===== src/rtl/pipeline_vector_sched_if.sv =====
// Handshake and lane bundle shared by the skew scheduler and its upstream/downstream.
interface pipeline_vector_sched_if #(
    parameter int WIDTH = 1,
    parameter int SIZE  = 2
);
    logic                    in_valid;
    logic                    in_ready;
    logic [SIZE*WIDTH-1:0]   in_data;
    logic [SIZE-1:0]         lane_valid;
    logic [SIZE*WIDTH-1:0]   lane_data;
    logic                    word_done;

    modport master (
        output in_valid, in_data,
        input  in_ready, lane_valid, lane_data, word_done
    );

    modport slave (
        input  in_valid, in_data,
        output in_ready, lane_valid, lane_data, word_done
    );
endinterface


===== src/rtl/pipeline_vector_sched.sv =====
// Skews each accepted word across SIZE lanes so that lane k emerges k ticks after lane 0,
// tracking words in flight and a coarse pipeline state.
module pipeline_vector_sched #(
    parameter int WIDTH = 1,
    parameter int SIZE  = 2
) (
    input  logic                       clk,
    input  logic                       rst,
    input  logic                       en,
    input  logic                       flush,
    pipeline_vector_sched_if.slave     bus,
    output logic [$clog2(SIZE+1)-1:0]  occupancy,
    output logic [1:0]                 state
);
    localparam int OCC_W = $clog2(SIZE + 1);
    localparam int NTRI  = SIZE * (SIZE + 1) / 2;
    localparam logic [OCC_W-1:0] OCC_MAX = OCC_W'(SIZE);

    typedef enum logic [1:0] {
        IDLE   = 2'd0,
        FILL   = 2'd1,
        STEADY = 2'd2,
        DRAIN  = 2'd3
    } state_t;

    state_t                     state_q, state_d;
    logic [NTRI-1:0]            skew_valid_q, skew_valid_d;
    logic [NTRI-1:0][WIDTH-1:0] skew_data_q, skew_data_d;
    logic                       word_done_q, word_done_d;
    logic [OCC_W-1:0]           occ_q, occ_d;
    logic                       accept;
    logic                       retire;
    logic [SIZE-1:0]            lane_valid_w;
    logic [SIZE*WIDTH-1:0]      lane_data_w;

    assign bus.in_ready = en & ~flush & ~rst;
    assign accept       = bus.in_valid & bus.in_ready;
    // A word stays counted through the tick that shows its word_done, and leaves on the next tick.
    assign retire       = en & word_done_q;

    // Lane k owns a chain of k+1 stages starting at index k*(k+1)/2; the last stage is its output.
    always_comb begin
        skew_valid_d = skew_valid_q;
        skew_data_d  = skew_data_q;
        word_done_d  = word_done_q;
        occ_d        = occ_q;
        state_d      = state_q;
        if (flush) begin
            skew_valid_d = '0;
            skew_data_d  = '0;
            word_done_d  = 1'b0;
            occ_d        = '0;
            state_d      = IDLE;
        end else if (en) begin
            for (int k = 0; k < SIZE; k++) begin
                skew_valid_d[k*(k+1)/2] = accept;
                skew_data_d[k*(k+1)/2]  = accept ? bus.in_data[k*WIDTH +: WIDTH] : '0;
                for (int j = 1; j <= k; j++) begin
                    skew_valid_d[k*(k+1)/2 + j] = skew_valid_q[k*(k+1)/2 + j - 1];
                    skew_data_d[k*(k+1)/2 + j]  = skew_data_q[k*(k+1)/2 + j - 1];
                end
            end
            word_done_d = skew_valid_q[NTRI-2];
            occ_d       = occ_q + OCC_W'(accept) - OCC_W'(retire);
            if (occ_d == '0) begin
                state_d = IDLE;
            end else if (!accept) begin
                state_d = DRAIN;
            end else if (retire) begin
                state_d = STEADY;
            end else begin
                state_d = FILL;
            end
        end
    end

    always_ff @(posedge clk) begin
        if (rst) begin
            skew_valid_q <= '0;
            skew_data_q  <= '0;
            word_done_q  <= 1'b0;
            occ_q        <= '0;
            state_q      <= IDLE;
        end else begin
            skew_valid_q <= skew_valid_d;
            skew_data_q  <= skew_data_d;
            word_done_q  <= word_done_d;
            occ_q        <= occ_d;
            state_q      <= state_d;
        end
    end

    always_comb begin
        lane_valid_w = '0;
        lane_data_w  = '0;
        for (int k = 0; k < SIZE; k++) begin
            lane_valid_w[k]              = skew_valid_q[k*(k+1)/2 + k];
            lane_data_w[k*WIDTH +: WIDTH] = skew_data_q[k*(k+1)/2 + k];
        end
    end

    assign bus.lane_valid = lane_valid_w;
    assign bus.lane_data  = lane_data_w;
    assign bus.word_done  = word_done_q;
    assign occupancy      = occ_q;
    assign state          = state_q;

    occupancy_bound: assert property (@(posedge clk) disable iff (rst) occ_q <= OCC_MAX);

endmodule


===== src/flat_wrapper.sv =====
// flat-port wrapper written by rule: the top's interface ports become plain ports
module pipeline_vector_sched_flat 
#(
    parameter int WIDTH = 1,
    parameter int SIZE  = 2
)
  (clk, rst, en, flush, occupancy, state, bus_in_valid, bus_in_data, bus_in_ready, bus_lane_valid, bus_lane_data, bus_word_done);
  pipeline_vector_sched_if #(.WIDTH(WIDTH), .SIZE(SIZE)) bus_i ();
  input  logic clk;
  input  logic rst;
  input  logic en;
  input  logic flush;
  output logic [$clog2(SIZE+1)-1:0] occupancy;
  output logic [1:0] state;
  input wire logic [$bits(bus_i.in_valid)-1:0] bus_in_valid;
  input wire logic [$bits(bus_i.in_data)-1:0] bus_in_data;
  output wire logic [$bits(bus_i.in_ready)-1:0] bus_in_ready;
  output wire logic [$bits(bus_i.lane_valid)-1:0] bus_lane_valid;
  output wire logic [$bits(bus_i.lane_data)-1:0] bus_lane_data;
  output wire logic [$bits(bus_i.word_done)-1:0] bus_word_done;
  assign bus_i.in_valid = bus_in_valid;
  assign bus_i.in_data = bus_in_data;
  assign bus_in_ready = bus_i.in_ready;
  assign bus_lane_valid = bus_i.lane_valid;
  assign bus_lane_data = bus_i.lane_data;
  assign bus_word_done = bus_i.word_done;
  pipeline_vector_sched #(.WIDTH(WIDTH), .SIZE(SIZE)) u_core (.clk(clk), .rst(rst), .en(en), .flush(flush), .bus(bus_i), .occupancy(occupancy), .state(state));
endmodule

===== config.mk =====
export PLATFORM = sky130hd
export DESIGN_NAME = pipeline_vector_sched_flat
export DESIGN_NICKNAME = d
export VERILOG_FILES = /design/src/rtl/pipeline_vector_sched_if.sv /design/src/rtl/pipeline_vector_sched.sv /design/src/flat_wrapper.sv
export SDC_FILE = /design/constraint.sdc
export NUM_CORES = 1
export LEC_CHECK = 0
export CAP_MARGIN = 0
export CORE_AREA = 2 2 39 41
export DETAILED_ROUTE_END_ITERATION = 7
export DIE_AREA = 0 0 41 43
export HOLD_SLACK_MARGIN = 0.15
export PLACE_DENSITY = 0.74
export SYNTH_ARGS = -nofsm -noshare
export SYNTH_HDL_FRONTEND = slang
export SYNTH_SLANG_ARGS = --single-unit

===== constraint.sdc =====
create_clock -name clk -period 2.35 [get_ports clk]
set_input_delay 0.47 -clock clk [delete_from_list [all_inputs] [get_ports clk]]
set_output_delay 0.47 -clock clk [all_outputs]
set_load 0.05 [all_outputs]

Yosys cells after proc, flatten, opt, wreduce, memory -nomap -nowiden

Index checks and enable logic that the tools add are counted.

Input bits: 7
Flip-flop bits (word level): 11

Add/subtract/negate cells: 2
Bitwise logic cells: 6
Multiplexer cells: 5
Reduce and logical (&&, ||, !) cells: 2

Operators with widths:

| kind                                        | number |
|---|---|
| 2-bit 2-to-1 mux                            | 3 |
| 1-bit bitwise AND                           | 4 |
| 2-bit by 1-bit adder with 2-bit output      | 1 |
| 2-bit logical NOT                           | 1 |
| 1-bit 2-to-1 mux                            | 2 |
| 1-bit NOT                                   | 2 |
| 2-bit OR reduction                          | 1 |
| 2-bit by 1-bit subtractor with 2-bit output | 1 |

Depth between registers and ports, before layout

Gate-level depths: netlist of the first run.

Depth after elaboration: 8
Depth in mapped cells: 7
Depth with buffers taken out: 6

Least setup slack after synthesis of the first run

Ideal clock, no wire load.

Path kind: register to register
Start: register u_core.skew_valid_q[2] (netlist name)
End: register u_core.occ_q[1] (netlist: u_core.occupancy[1])
Clock period less this slack: 1869 ps
Library setup time: 116 ps
Arrival time: 1753 ps
Cell stages (with the launch flop): 7
Data required time: 2234 ps
Path slack: 481 ps
Path through: dfxtp_1 -> and2_1 -> ha_1 -> and2b_4 -> xor2_2 -> a21oi_1 -> a31o_1

RTL lines:

| element              | RTL line                    | source |
|---|---|---|
| end signal, assigned | pipeline_vector_sched.sv:82 | `occ_q <= '0;` |
| end signal, assigned | pipeline_vector_sched.sv:88 | `occ_q <= occ_d;` |
| end, declared        | pipeline_vector_sched.sv:30 | `logic [OCC_W-1:0] occ_q, occ_d;` |

Final worst setup path of the first run

Start: register u_core.skew_valid_q[2]
End: output port bus_lane_valid[1]

RTL lines:

| element                | RTL line                    | source |
|---|---|---|
| start, declared        | pipeline_vector_sched.sv:27 | `logic [NTRI-1:0] skew_valid_q, skew_valid_d;` |
| start signal, assigned | pipeline_vector_sched.sv:85 | `skew_valid_q <= skew_valid_d;` |
| end, declared          | flat_wrapper.sv:18          | `output wire logic [$bits(bus_i.lane_valid)-1:0] bus_lane_valid;` |

No word-level cell between the ends.

==> out/metrics.cfg, run 1 <==
[cts]
numCtsBuffers=3
clkTransAtPathRegs_ns=0.07
postCtsSetupBuffers=0
root_buffer=clkbuf_4
postCtsHoldBufs=0
cts-resized-gates=0
clock_latency_ns=0.26
cts.path.max_buffers=2
cts_tree=built
cts_sinks=9
h-tree-depth=1

[pwr]
peakVddDrop_mv=0.347
power_density_nw_per_um2=515
power_mw=0.333
p_leak_nw=0.256

[final_layout]
seq_area_um2=180
multiInputGateArea_um2=231
fillerInstances=159
final_common_cell=clkdlybuf4s50_1
final_cell_mix=clkdlybuf4s50_1 (15), dfxtp_1 (9), nor2_1 (7)
diodes=0
area_growth_pct=38.2
post-route-cell-area_um2=647
drive_gt1_share_pct=10.4
nNetsFinal=76

[timing]
fin_crit_sh_pct=83.0
finalSetupTns_ns=0
slew_viol_final=0
worst_pin_slew_ns=0.491
setup_viol=0
worst_slack_ns=0.399
worst_slew_margin_rel_pct=67.2
hold_ws_ns=0.469
hold_viol=0
fmax_mhz=513
skew_ns=0.00860
period_needed_ns=1.95
rsz0062_at_grt=false

[routing]
drt-initial-drc-count=2
post-route-drc-count=0
wl_per_cell_um=10.6
drt_wl_total_um=880
vias=380
drt_pre_antenna_iters=3
avgViaCountPerCell=4.58
detail-route-antenna-nets=0

[grt]
antenna_found_initial=0
track_usage_pct=12.3
grt_pass1_vias=341
grt_max_degree=13
grt_first_pass_wirelength_um=1440
grt-ovfl-total=0

[floorplan]
rows=14
initial_utilization_pct=33.8
die_y_um=43
die_w_um=41
coreArea_um2=1380
die-area_um2=1760
ios=17

[setup_path]
setup.worst_path.class=flip-flop to output pin
critPathTopFamily=buffers and inverters
path_cells=clkdlybuf4s50_1
end_kind=output pin
crit_required_ns=1.88
crit_buf_inv=1
setup.worst_path.start_class=flip-flop
cp_max_fo=6
crit_slowest_cell=clkdlybuf4s50_1
cpPeakStageDelay_ns=0.83
arrival_ns=1.48

[logic_synthesis]
postSynthAreaPerCell_um2=9.00
ys_warn_count=0
netlist_instances=52
syn_nets=60
synth.distinct_cells=20
syn-cell-area_um2=468
ys_seq_area_share_pct=38.5
ys_seq_elements=9
yosys.area.top_type=dfxtp_1
synth_area_leaders=dfxtp_1 (39%), mux2i_1 (8.6%), buf_4 (6.4%)
synth_top_area_share_pct=38.5

[hold_path]
hp-class=flip-flop to flip-flop

[placed_design]
portBuffers=16
placed_cell_area_um2=621
pre_cts_ws_ns=0.173
gp_congestion=0.757
dpl.hpwl_um=678

[status]
run_status=complete, no violations

[flow_run]
max_cap_violations=0

-- logic make-up after synthesis --
logic type               Yosys count  synth area share, %
multiplexers                       4                 8.56
AND/OR/NAND/NOR                   19                 20.3
flip-flops                         9                 38.5
adder cells (fa/ha/maj)            1                 2.67
buffers and inverters              9                 12.0
XOR/XNOR                           3                 7.22
AO/OA/AOI/OAI                      7                 10.7
-- cells in the mapped netlist --
library cell and number:
nor2_1 7, nand2_1 3, nand2b_1 4, or2_1 1
a21oi_1 3, a32o_1 2, and2_1 1, mux2i_1 4
clkbuf_1 1, nand3_1 2, ha_1 1, buf_4 4
inv_1 3, a31oi_1 1, xor2_2 1, dfxtp_1 9
a31o_1 1, buf_6 1, xnor2_1 2, and2b_4 1
-- flip-flops by register name, summed over array words and instances (netlist names) --
signal                cells
u_core.occupancy          2
u_core.state              2
u_core.skew_valid_q       2
u_core.skew_data_q        1
u_core.bus.lane_data      2
-- where the power goes --
| group | switching, mW | leakage (nW) | total (mW) | internal [mW] |
|---|---|---|---|---|
| Clock | 0.0531 | 0.0150 | 0.118 | 0.0653 |
| Sequential | 0.00204 | 0.0729 | 0.158 | 0.156 |
| Combinational | 0.0304 | 0.168 | 0.0570 | 0.0266 |
-- layout make-up --
type	count	share of cell area (%)
multi-input combinational	34	35.8
tap	16	3.09
sequential	9	27.9
timing repair buffer	17	27.5
inverter	3	1.74
clock buffer	4	4.06
-- through the flow --
| step | cells | util, % |
|---|---|---|
| 2_1_floorplan | 52 | - |
| 3_3_place_gp | 79 | 44.8 |
| 3_5_place_dp | 79 | 44.8 |
| 4_1_cts | 83 | 46.7 |
| 5_1_grt | 83 | 46.7 |
| 6_report | 83 | 46.7 |
-- routing by layer --
layer | part of all wire [%] | routed length [um] | up-vias | global-route usage, %
met3 | 6.9 | 61 | 0 | 4.71
met2 | 45 | 400 | 10 | 17.8
li1 | - | - | 199 | -
met4 | 0 | 0 | 0 | 6.00
met1 | 48 | 418 | 171 | 15.3
met5 | 0 | 0 | - | 0
-- path summary, 6_finish.rpt --
path,start,to,slack (ns),cells past startpoint
worst min register to register,u_core.bus.lane_data[0],u_core.bus.lane_data[0],0.47,2
worst max register to register,u_core.skew_valid_q[2],u_core.occupancy[1],0.73,6
worst max-delay path,u_core.skew_valid_q[2],bus_lane_valid[1],0.40,1
worst min-delay path,u_core.bus.lane_data[0],u_core.bus.lane_data[0],0.47,2
Power figures use the tool's default switching activity.
==> inputs of run 2 (changes only) <==
==> constraint.sdc (replaced) <==
create_clock -name clk -period 2.02 [get_ports clk]
set_input_delay 0.404 -clock clk [delete_from_list [all_inputs] [get_ports clk]]
set_output_delay 0.404 -clock clk [all_outputs]
set_load 0.05 [all_outputs]
==> run 2 against run 1 <==
Compared with the run above: utilization is 1.1 points higher; via count up 5.3%; wire length is 3.8% higher; power increased by 17%; register-to-register slack got worse by 0.30 ns; clock skew decreased by 0.0065 ns; hold slack gained 0.0033 ns; first-iteration DRC count grew to 2.5 times the previous value; critical path depth unchanged.
==> out/metrics.cfg, run 2 (synthesis gave the netlist of run 1 again) <==
[cts]
cts_sinks=9  ; unchanged
cts.path.max_buffers=2  ; unchanged
cts-resized-gates=0  ; unchanged
clkTransAtPathRegs_ns=0.06  ; about the same
h-tree-depth=1  ; unchanged
numCtsBuffers=3  ; unchanged
postCtsHoldBufs=0  ; unchanged
postCtsSetupBuffers=0  ; unchanged
cts_tree=built
clock_latency_ns=0.26  ; about the same
root_buffer=clkbuf_4

[grt]
grt_pass1_vias=330  ; -3.2%
antenna_found_initial=0  ; unchanged
grt_first_pass_wirelength_um=1440  ; -0.49%
grt_max_degree=13  ; unchanged
grt-ovfl-total=0  ; unchanged
track_usage_pct=12.9  ; +0.62 points

[timing]
hold_viol=0  ; unchanged
setup_viol=0  ; unchanged
fin_crit_sh_pct=93.6
worst_pin_slew_ns=0.492  ; +0.00121 ns
slew_viol_final=0  ; unchanged
fmax_mhz=529
worst_slew_margin_rel_pct=67.1  ; -0.081 points
rsz0062_at_grt=false
worst_slack_ns=0.130  ; -0.270 ns
period_needed_ns=1.89
hold_ws_ns=0.473  ; +0.00332 ns
skew_ns=0.00211  ; -0.00649 ns

[setup_path]
r2r-start=u_core.skew_valid_q[2]
r2r_slack_ns=0.43  ; -0.30 ns
crit_required_ns=1.62  ; -0.26 ns
setup.worst_path.start_class=flip-flop
path_cells=clkdlybuf4s50_1
setup.worst_path.class=flip-flop to output pin
cp_max_fo=6  ; unchanged
crit_slowest_cell=clkdlybuf4s50_1
worstRegToRegCells=6  ; unchanged
cpPeakStageDelay_ns=0.83  ; about the same
crit_buf_inv=1  ; unchanged
startpoint=u_core.skew_valid_q[2]
arrival_ns=1.49  ; about the same
critPathTopFamily=buffers and inverters
end_kind=output pin
r2r-end=u_core.occupancy[1]

[final_layout]
diodes=0  ; unchanged
fillerInstances=141  ; -11%
final_cell_mix=clkdlybuf4s50_1 (15), dfxtp_1 (9), nor2_1 (7)
drive_gt1_share_pct=13.0  ; +2.6 points
post-route-cell-area_um2=662  ; +2.3%
nNetsFinal=78  ; +2.6%
area_growth_pct=41.4
final_common_cell=clkdlybuf4s50_1

[hold_path]
min_to=u_core.bus.lane_data[0]
hp-class=flip-flop to flip-flop
hold_depth=2  ; unchanged
hp-start=u_core.bus.lane_data[0]

[routing]
drt-initial-drc-count=5  ; +3
detail-route-antenna-nets=0  ; unchanged
vias=400  ; +5.3%
avgViaCountPerCell=4.71  ; +2.8%
post-route-drc-count=0  ; unchanged
drt_pre_antenna_iters=2  ; -1
wl_per_cell_um=10.7  ; +1.3%
drt_wl_total_um=913  ; +3.8%

[pwr]
power_mw=0.391  ; +17%
peakVddDrop_mv=0.305  ; -12%
p_leak_nw=0.265  ; +3.5%
power_density_nw_per_um2=591  ; +15%

[floorplan]
die_w_um=41  ; unchanged
ios=17  ; unchanged
initial_utilization_pct=33.8  ; unchanged
die-area_um2=1760  ; unchanged
die_y_um=43  ; unchanged
coreArea_um2=1380  ; unchanged
rows=14  ; unchanged

[placed_design]
portBuffers=16  ; unchanged
dpl.hpwl_um=713  ; +5.1%
pre_cts_ws_ns=-0.0537  ; -0.227 ns
gp_congestion=0.784  ; +3.5%
placed_cell_area_um2=636  ; +2.4%

[status]
run_status=complete, no violations

[flow_run]
max_cap_violations=0  ; unchanged

==> run 2: where the power goes <==
| part | internal [mW] | switching, mW |
|---|---|---|
| sequential | 0.181 | 0.00242 |
| combinational | 0.0330 | 0.0362 |
| clock | 0.0761 | 0.0622 |
| total | 0.291 | 0.101 |
==> run 2: cell type report <==
cell class	count	area (um2)	area share, %
clock buffer	4	26.3	3.97
inverter	3	11.3	1.70
multi-input combinational	34	231	35.0
sequential	9	180	27.2
tap	16	20.0	3.02
timing repair buffer	19	193	29.1
==> run 2: metal layers <==
layer	track usage, %	wire [um]
met5	0	0
met1	15.0	409
met4	10.0	8
met3	6.28	59
met2	17.2	436
==> run 2: per-stage QoR <==
stage | cells | TNS (ns) | utilization [%]
5_1_grt | 85 | 0 | 47.8
3_3_place_gp | 81 | -0.0104 | 45.9
6_report | 85 | 0 | 47.8
4_1_cts | 85 | 0 | 47.8
2_1_floorplan | 52 | 0 | -
3_5_place_dp | 81 | -0.0537 | 45.9
==> run 2: worst max-delay path by stage <==
stage                     slack (ns)  depth (start not counted)                  end
after floorplan                 0.15                          6  u_core.occupancy[1]
after global placement         -0.01                          7  u_core.occupancy[1]
after detailed placement       -0.05                          7  u_core.occupancy[1]
after CTS                       0.12                          1    bus_lane_valid[1]
after global routing            0.05                          1        bus_word_done
final                           0.13                          1    bus_lane_valid[1]
==> inputs of run 3 (changes only) <==
--- a/config.mk
+++ b/config.mk
@@ -9,8 +9,11 @@
 export CORE_AREA = 2 2 39 41
 export DETAILED_ROUTE_END_ITERATION = 7
 export DIE_AREA = 0 0 41 43
+export GPL_ROUTABILITY_DRIVEN = 0
+export GPL_TIMING_DRIVEN = 0
 export HOLD_SLACK_MARGIN = 0.15
 export PLACE_DENSITY = 0.74
+export SLEW_MARGIN = 30
 export SYNTH_ARGS = -nofsm -noshare
 export SYNTH_HDL_FRONTEND = slang
 export SYNTH_SLANG_ARGS = --single-unit
==> run 3 against run 2 <==
Compared with the run above: utilization grew 0.63 points; first-iteration DRC count grew 80%; wire length shrank 0.55%; sequential power is essentially flat; sequential cell count is the same; register-to-register slack lost 0.02 ns; via count grew 1.3%; non-clock buffer count grew 2; combinational power shrank 4.9%; sequential share of layout area shrank 0.36 points; global-route usage shrank 1.0 points; critical path type is now input port to output pin; largest cell class unchanged.
==> out/metrics.cfg, run 3 (synthesis gave the netlist of run 1 again) <==
[routing]
avgViaCountPerCell=4.66  ; -1.1%
vias=405  ; +1.3%
wl_per_cell_um=10.4  ; -2.8%
post-route-drc-count=0  ; unchanged
detail-route-antenna-nets=0  ; unchanged
drt-initial-drc-count=9  ; +4
drt_pre_antenna_iters=2  ; unchanged
drt_wl_total_um=908  ; -0.55%

[grt]
antenna_found_initial=0  ; unchanged
grt_pass1_vias=365  ; +11%
grt_max_degree=11  ; -2
grt-ovfl-total=0  ; unchanged
track_usage_pct=11.9  ; -1.0 points
grt_first_pass_wirelength_um=1380  ; -3.8%

[timing]
worst_slew_margin_rel_pct=66.4  ; -0.68 points
period_needed_ns=1.91  ; +0.0182 ns
fin_crit_sh_pct=94.5  ; +0.90 points
fmax_mhz=524  ; -0.96%
rsz0062_at_grt=false
worst_pin_slew_ns=0.503  ; +0.0109 ns
skew_ns=0.000519  ; -0.00159 ns
setup_viol=0  ; unchanged
hold_viol=0  ; unchanged
slew_viol_final=0  ; unchanged
finalSetupTns_ns=0  ; unchanged

[cts]
cts.path.max_buffers=2  ; unchanged
numCtsBuffers=3  ; unchanged
postCtsHoldBufs=0  ; unchanged
h-tree-depth=1  ; unchanged
root_buffer=clkbuf_4
cts_sinks=9  ; unchanged
clkTransAtPathRegs_ns=0.06  ; about the same
postCtsSetupBuffers=0  ; unchanged
clock_latency_ns=0.26  ; about the same
cts_tree=built

[pwr]
peakVddDrop_mv=0.347  ; +14%
p_leak_nw=0.292  ; +10%
power_mw=0.390  ; -0.28%
power_density_nw_per_um2=582  ; -1.6%

[setup_path]
setup.worst_path.class=input port to output pin
crit_slowest_cell=clkdlybuf4s50_1
arrival_ns=1.50  ; about the same
setup.worst_path.start_class=input port
crit_required_ns=1.62  ; about the same
cp_max_fo=2  ; -4
path_cells=clkdlybuf4s50_1 -> nor2_1 -> nand2_1 -> inv_1 -> clkdlybuf4s15_2
cpPeakStageDelay_ns=0.42  ; -0.41 ns
critPathTopFamily=buffers and inverters
end_kind=output pin
crit_buf_inv=3  ; +2

[final_layout]
post-route-cell-area_um2=671  ; +1.3%
instances_no_fill=87  ; +2.4%
diodes=0  ; unchanged
area_growth_pct=43.3
nNetsFinal=80  ; +2.6%
drive_gt1_share_pct=15.5  ; +2.4 points
final_cell_mix=clkdlybuf4s50_1 (12), dfxtp_1 (9), nor2_1 (7)
final_common_cell=clkdlybuf4s50_1

[floorplan]
die_w_um=41  ; unchanged
die-area_um2=1760  ; unchanged
die_y_um=43  ; unchanged
rows=14  ; unchanged
ios=17  ; unchanged
initial_utilization_pct=33.8  ; unchanged
coreArea_um2=1380  ; unchanged

[status]
run_status=complete, no violations

[flow_run]
max_cap_violations=0  ; unchanged

[placed_design]
place_inst=83  ; +2.5%
dpl.hpwl_um=668  ; -6.3%
placed_cell_area_um2=638  ; +0.39%
portBuffers=15  ; -1

[hold_path]
hp-class=input port to flip-flop

-- run 3: routing by layer --
metal,GRT usage [%],vias to the layer above,part of all wire [%]
li1,-,205,-
met5,0,-,0
met2,19.4,13,51
met3,7.85,0,8.4
met4,4.00,0,0
met1,11.4,187,41
-- run 3: worst register-to-register path, delay by kind of cell (launching register included) --
kind / cells / cell delay (ns)
AOI/OAI and AO/OA: 2 / 0.26
xor gates and xnor gates: 1 / 0.15
adders and majority gates: 1 / 0.31
DFF: 1 / 0.35
and+or+nand+nor: 2 / 0.45
-- run 3: final timing paths --
path	startpoint	end	slack, ns	cells past startpoint
worst max register to register	u_core.skew_valid_q[2]	u_core.occupancy[1]	0.41	6
worst max-delay path	flush	bus_in_ready	0.11	5
worst min-delay path	bus_in_valid	u_core.skew_data_q[1]	0.44	3
worst min register to register	u_core.state[0]	u_core.state[0]	0.47	1
-- run 3: final cells by class --
cell class              instances  area (um2)
plain buffers                   6        48.8
multi-input cells              34         231
flip-flops and latches          9         180
fillers                       141         713
clock buffers                   4        26.3
repair buffers                 15         153
well taps                      16        20.0
inverters                       3        11.3
-- run 3: power by group --
group	switching (mW)	internal, mW
combinational	0.0355	0.0303
sequential	0.00240	0.181
clock	0.0644	0.0762
-- run 3: through the flow --
step / hold WS (ns) / setup WS, ns / utilization (%)
final: 0.438 / 0.111 / 48.5
after global routing: 0.445 / 0.0289 / 48.5
after CTS: 0.425 / 0.0239 / 48.3
after detailed placement: 0.463 / -0.324 / 46.1
after global placement: 0.456 / -0.295 / 46.1
after floorplan: 0.445 / 0.151 / -
-- run 3: repair_timing --
action,in CTS,in global routing
pin swaps,0,0
endpoints found under the hold margin,0,0
setup endpoints to repair,2,1
gates resized for setup,5,1
